$ cat config.mk
export PLATFORM = sky130hd
export DESIGN_NAME = cache_lu_arb
export DESIGN_NICKNAME = d
export VERILOG_FILES = /design/src/rtl/cache_lu_arb.sv
export SDC_FILE = /design/constraint.sdc
export NUM_CORES = 1
export LEC_CHECK = 0
export CAP_MARGIN = 20
export CORE_AREA = 2 2 155 157
export CTS_CLUSTER_SIZE = 40
export DETAILED_ROUTE_END_ITERATION = 10
export DIE_AREA = 0 0 157 159
export HOLD_SLACK_MARGIN = 0.1
export PLACE_DENSITY = 0.73
export SYNTH_ARGS = -nofsm -noshare
export SYNTH_HDL_FRONTEND = slang
export SYNTH_SLANG_ARGS = --single-unit
$ cat constraint.sdc
create_clock -name clk -period 2.9 [get_ports clk]
set_input_delay 0.29 -clock clk [delete_from_list [all_inputs] [get_ports clk]]
set_output_delay 0.29 -clock clk [all_outputs]
set_load 0.01 [all_outputs]
$ cat src/rtl/cache_lu_arb.sv
// ---------------------------------------------------------------------------
// cache_lu_arb
//
// Purpose:
//    Arbitrates between the core lookup port and the fill lookup port for
//    access to the cache lookup pipe. Fills normally win. A waiting core
//    request is guaranteed a slot after MAX_FILL_STREAK consecutive fill
//    grants. The winning request is registered onto lu_req one cycle after
//    acceptance. A stalled pipe freezes both the output register and the
//    streak counter.
//
// Parameters:
//    MAX_FILL_STREAK  maximum consecutive fill grants while a core request
//                     waits (legal range 1..7)
//
// Ports:
//    clk              rising-edge clock
//    rst              synchronous active-high reset
//    core_lu_valid    core lookup request present
//    core_lu_op       core opcode (RD_LU / WR_LU legal)
//    core_lu_tq_id    originating TQ entry of the core request
//    core_lu_address  core byte address
//    core_lu_data     core write word
//    core_lu_ready    core request accepted this cycle (combinational)
//    fill_lu_valid    fill lookup request present
//    fill_lu_tq_id    originating TQ entry of the fill
//    fill_lu_address  fill address
//    fill_lu_cl_data  fill cache line
//    fill_lu_ready    fill request accepted this cycle (combinational)
//    pipe_stall       lookup pipe cannot advance
//    lu_req           registered request {valid, lu_op, tq_id, address,
//                     cl_data, data}, 186 bits, valid is the MSB
//    arb_err          sticky flag, set by an illegal core opcode
// ---------------------------------------------------------------------------
module cache_lu_arb #(
   parameter int unsigned MAX_FILL_STREAK = 4
) (
   input  logic           clk,
   input  logic           rst,
   input  logic           core_lu_valid,
   input  logic [1:0]     core_lu_op,
   input  logic [2:0]     core_lu_tq_id,
   input  logic [19:0]    core_lu_address,
   input  logic [31:0]    core_lu_data,
   output logic           core_lu_ready,
   input  logic           fill_lu_valid,
   input  logic [2:0]     fill_lu_tq_id,
   input  logic [19:0]    fill_lu_address,
   input  logic [127:0]   fill_lu_cl_data,
   output logic           fill_lu_ready,
   input  logic           pipe_stall,
   output logic [185:0]   lu_req,
   output logic           arb_err
);

   // Lookup opcodes carried on the request bus.
   typedef enum logic [1:0] {
      NO_LU   = 2'd0,
      RD_LU   = 2'd1,
      WR_LU   = 2'd2,
      FILL_LU = 2'd3
   } t_lu_opcode;

   // Request bus layout. Field order fixes the bit positions on lu_req.
   typedef struct packed {
      logic         valid;
      t_lu_opcode   lu_op;
      logic [2:0]   tq_id;
      logic [19:0]  address;
      logic [127:0] cl_data;
      logic [31:0]  data;
   } t_lu_req;

   // Outcome of arbitration for the current cycle.
   typedef enum logic [1:0] {
      GRANT_NONE = 2'd0,
      GRANT_FILL = 2'd1,
      GRANT_CORE = 2'd2
   } t_grant;

   localparam logic [2:0] STREAK_MAX = 3'(MAX_FILL_STREAK);

   t_grant     grant;
   logic       core_wins;
   logic       core_op_legal;
   logic [2:0] streak_q;
   logic [2:0] streak_next;
   t_lu_req    lu_req_q;
   t_lu_req    lu_req_next;
   logic       arb_err_q;
   logic       arb_err_next;

   // Arbitration decision. A core request wins outright when there is no
   // fill, or when fills have already taken MAX_FILL_STREAK slots in a row
   // while it waited. Nothing is granted during reset or while the pipe is
   // stalled, so both readies drop to zero in those cycles. Keeping a
   // single grant value means that at most one ready can be high.
   always_comb begin
      grant         = GRANT_NONE;
      core_wins     = core_lu_valid && (!fill_lu_valid || (streak_q == STREAK_MAX));
      core_op_legal = (core_lu_op == RD_LU) || (core_lu_op == WR_LU);
      if (!rst && !pipe_stall) begin
         if (fill_lu_valid && !core_wins) begin
            grant = GRANT_FILL;
         end else if (core_lu_valid) begin
            grant = GRANT_CORE;
         end
      end
   end

   assign core_lu_ready = (grant == GRANT_CORE);
   assign fill_lu_ready = (grant == GRANT_FILL);

   // Next value of the fill streak. The streak only counts fills that
   // happen while a core request is actually waiting. It saturates at the
   // limit, and it resets once the core is served or stops asking. A
   // stalled cycle grants nothing, so the count is left untouched.
   always_comb begin
      streak_next = streak_q;
      if (!pipe_stall) begin
         if (!core_lu_valid) begin
            streak_next = 3'd0;
         end else if (grant == GRANT_CORE) begin
            streak_next = 3'd0;
         end else if ((grant == GRANT_FILL) && (streak_q != STREAK_MAX)) begin
            streak_next = streak_q + 3'd1;
         end
      end
   end

   // Build the request to be registered. A fill is always tagged FILL_LU
   // and carries no write word. A core request carries its own opcode and
   // no line data. A core request with an opcode that is not RD/WR is still
   // accepted, so the requester does not hang. It then produces an empty
   // bus cycle and raises the sticky error instead.
   always_comb begin
      lu_req_next  = '0;
      arb_err_next = arb_err_q;
      case (grant)
         GRANT_FILL: begin
            lu_req_next.valid   = 1'b1;
            lu_req_next.lu_op   = FILL_LU;
            lu_req_next.tq_id   = fill_lu_tq_id;
            lu_req_next.address = fill_lu_address;
            lu_req_next.cl_data = fill_lu_cl_data;
         end
         GRANT_CORE: begin
            if (core_op_legal) begin
               lu_req_next.valid   = 1'b1;
               lu_req_next.lu_op   = t_lu_opcode'(core_lu_op);
               lu_req_next.tq_id   = core_lu_tq_id;
               lu_req_next.address = core_lu_address;
               lu_req_next.data    = core_lu_data;
            end else begin
               arb_err_next = 1'b1;
            end
         end
         default: begin
            lu_req_next = '0;
         end
      endcase
   end

   // State registers. Reset wins over everything, including a stall. While
   // the pipe is stalled the output bus is frozen bit for bit, so the
   // downstream stage can keep sampling the same request. The streak and
   // error next-state logic already account for stalls.
   always_ff @(posedge clk) begin
      if (rst) begin
         lu_req_q  <= '0;
         streak_q  <= 3'd0;
         arb_err_q <= 1'b0;
      end else begin
         if (!pipe_stall) begin
            lu_req_q <= lu_req_next;
         end
         streak_q  <= streak_next;
         arb_err_q <= arb_err_next;
      end
   end

   assign lu_req  = lu_req_q;
   assign arb_err = arb_err_q;

endmodule

==> impl_metrics.toml <==
[status]
outcome = "completed"

[sta]
fin_setup_tns_ps = 0
min_period_over_period_pct = 91.71
setup_ws_ps = 240.3
rsz0062_at_grt = "no"
tightest_slew_ps = 1113
finClkSkew_ps = 12.09
hold_viol_final = 0
maxSlewViolCount = 0
holdWs_ps = 423.0
min_period_ps = 2660
fmax_mhz = 376.0
slew_headroom_pct = 25.79
setup-violations-final = 0

[detailed_routing]
drc = 0
vias = 6727
initialDrtViolationCount = 316
wl_per_cell_um = 16.60
wirelength_mm = 23.63
postRouteAntennaNets = 0
viasPerCell = 4.724
dr.pass1.iters = 4

[grt]
grt_max_degree = 170
met2_usage_pct = 31.52
grt_pass1_wl_mm = 36.23
grt_overflow = 0
track_usage_pct = 18.21
antenna_found_initial = 0
grt_pass1_vias = 6662
busiest_layer = "met2"
grt_use_met3_pct = 6.886
use_met1_pct = 20.84

[clock_network]
cts_tree = "built"
postCtsHoldBufs = 0
clk_latency_ps = 420
tritoncts.num_buffers = 17
cts.root.buffer_cell = "clkbuf_16"
cts_buffer_depth = 2
h-tree-depth = 4
cts.sinks = 190
clk_pin_slew_ps = 70

[placement]
dp.cells = 1392
dp_slack_ps = 194.7
hpwl_mm = 16.39
place_area_um2 = 11760
place_congestion = 0.7821
portBuffers = 401

[yosys]
yosysWarnings = 0
synth_area_um2 = 7816
synth_top_family_by_area = "compound AO/OA/AOI/OAI gates"
avgSynthCellArea_um2 = 10.69
synth_edf_count = 0
yosys.area_share.simple_pct = 15.56
synth.yosys.seq_area_share_pct = 48.66
syn_nets = 951
synth.top_cell.area_share_pct = 48.66
yosys.area_share.xor_xnor_pct = 0
muxShareOfSynthArea_pct = 0
synth_compound_area_share_pct = 26.83
async_reset_ff_share_pct = 0
synth_area_leaders = "dfxtp_1, a22oi_2, nor2_2"
synthCells = 731
synth_flop_cell = "dfxtp_1"
ys_ff_latch = 190
synth_cell_types = 32
synthAdderAreaFrac_pct = 1.121
yosys.area.top_type = "dfxtp_1"

[layout]
design_area_um2 = 12330
syn_to_final_growth_pct = 57.76
drive_gt1_share_pct = 22.99
final_nets = 1312
fillers = 2065
stdcell_count = 1424
antenna_cells = 0

[floorplan]
initial_core_util_pct = 33.70
pin_count = 402
fp-row-count = 56
dieWidth_um = 157
die_area_um2 = 24960
coreArea_um2 = 23190
die_h_um = 159

[power_and_ir_drop]
powerDensity_nw_per_um2 = 456.0
max-vdd-ir-drop_v = 0.0004187
leakagePower_nw = 4.008

[worst_setup_path]
required_ps = 3240
critPathArrivalTime_ps = 3000
critPathKind = "register to register"
cp-end-kind = "register"
start_kind = "register"
r2r_cells = 10
worstPathMaxFanout = 52

[flow_run]
drv_cap = 0

[hold_path]
hold_class = "primary input to register"
min_path_cells = 4
timing repair:
| item | in CTS | in global routing |
|---|---|---|
| setup endpoints to repair | 0 | 1 |
| setup buffers | 0 | 0 |
| resized for setup | 0 | 1 |
metrics by stage:
stage | power [mW] | util, %
2_1_floorplan | 2.981 | -
5_1_grt | 5.844 | 53.17
6_report | 5.623 | 53.17
3_5_place_dp | 3.370 | 50.70
3_3_place_gp | 3.366 | 50.70
4_1_cts | 5.700 | 53.16
critical path, stage by stage (launching register included):
cell     delay [ps]
dfxtp_1         350
inv_1            70
ha_1            210
and2_1          180
nand2_1          80
and3_1          170
ha_1            170
and2b_4         630
buf_12          400
a22oi_2          90
nor2_1          130
cell families after synthesis:
logic type | after synthesis
buffers and inverters | 73
adder cells (fa/ha/maj) | 7
flip-flops | 190
AND/OR/NAND/NOR | 242
AO/OA/AOI/OAI | 219
sequential cells by signal (all words and copies together) (netlist names):
register  flops
arb_err       1
lu_req      186
streak_q      3
final timing paths:
check | startpoint | endpoint | slack, ps
setup / recovery | streak_q[0] | lu_req[70] | 240
hold / removal | pipe_stall | lu_req[185] | 420
setup reg to reg | streak_q[0] | lu_req[70] | 240
hold reg to reg | lu_req[182] | lu_req[182] | 450
power breakdown:
group	internal [mW]	total, mW	leakage (nW)	switching (mW)
combinational	0.378	0.649	2.19	0.272
sequential	2.64	2.66	1.53	0.0189
clock	1.18	2.32	0.282	1.13
total	4.20	5.62	4.01	1.43
cells in the mapped netlist, drive strengths merged, types with 3 or more instances:
cell / number
a22oi: 151
ha: 7
nand3: 34
inv: 5
and2b: 3
nor2: 131
buf: 59
nand2: 63
o21ai: 24
a21oi: 39
clkbuf: 9
dfxtp: 190
cell type report:
class,instances,area (um^2),share of cell area [%]
Multi-Input combinational cell,468,3403,27.60
Tap cell,319,399.1,3.237
Clock buffer,19,452.9,3.673
Timing Repair Buffer,410,4134,33.53
Clock inverter,13,118.9,0.9640
Inverter,5,18.77,0.1522
Sequential cell,190,3804,30.85
layer usage:
layer / vias to the layer above / wire length [um]
li1: 3287 / -
met1: 3153 / 9404
met2: 258 / 11640
met3: 29 / 2154
met4: 0 / 438
met5: - / 0
placed cells by master (no fill, tap or decap), types with 5 or more instances in the layout:
cell type / instances
clkdlybuf4s50_1: 399
dfxtp_1: 190
a22oi_2: 119
nor2_2: 87
nand2_1: 63
nor2_1: 44
a21oi_1: 39
nand3_1: 34
a22oi_1: 31
o21ai_1: 21
clkbuf_16: 17
ha_1: 7
buf_4: 5
Note: power is estimated with default switching activity, not from simulation.
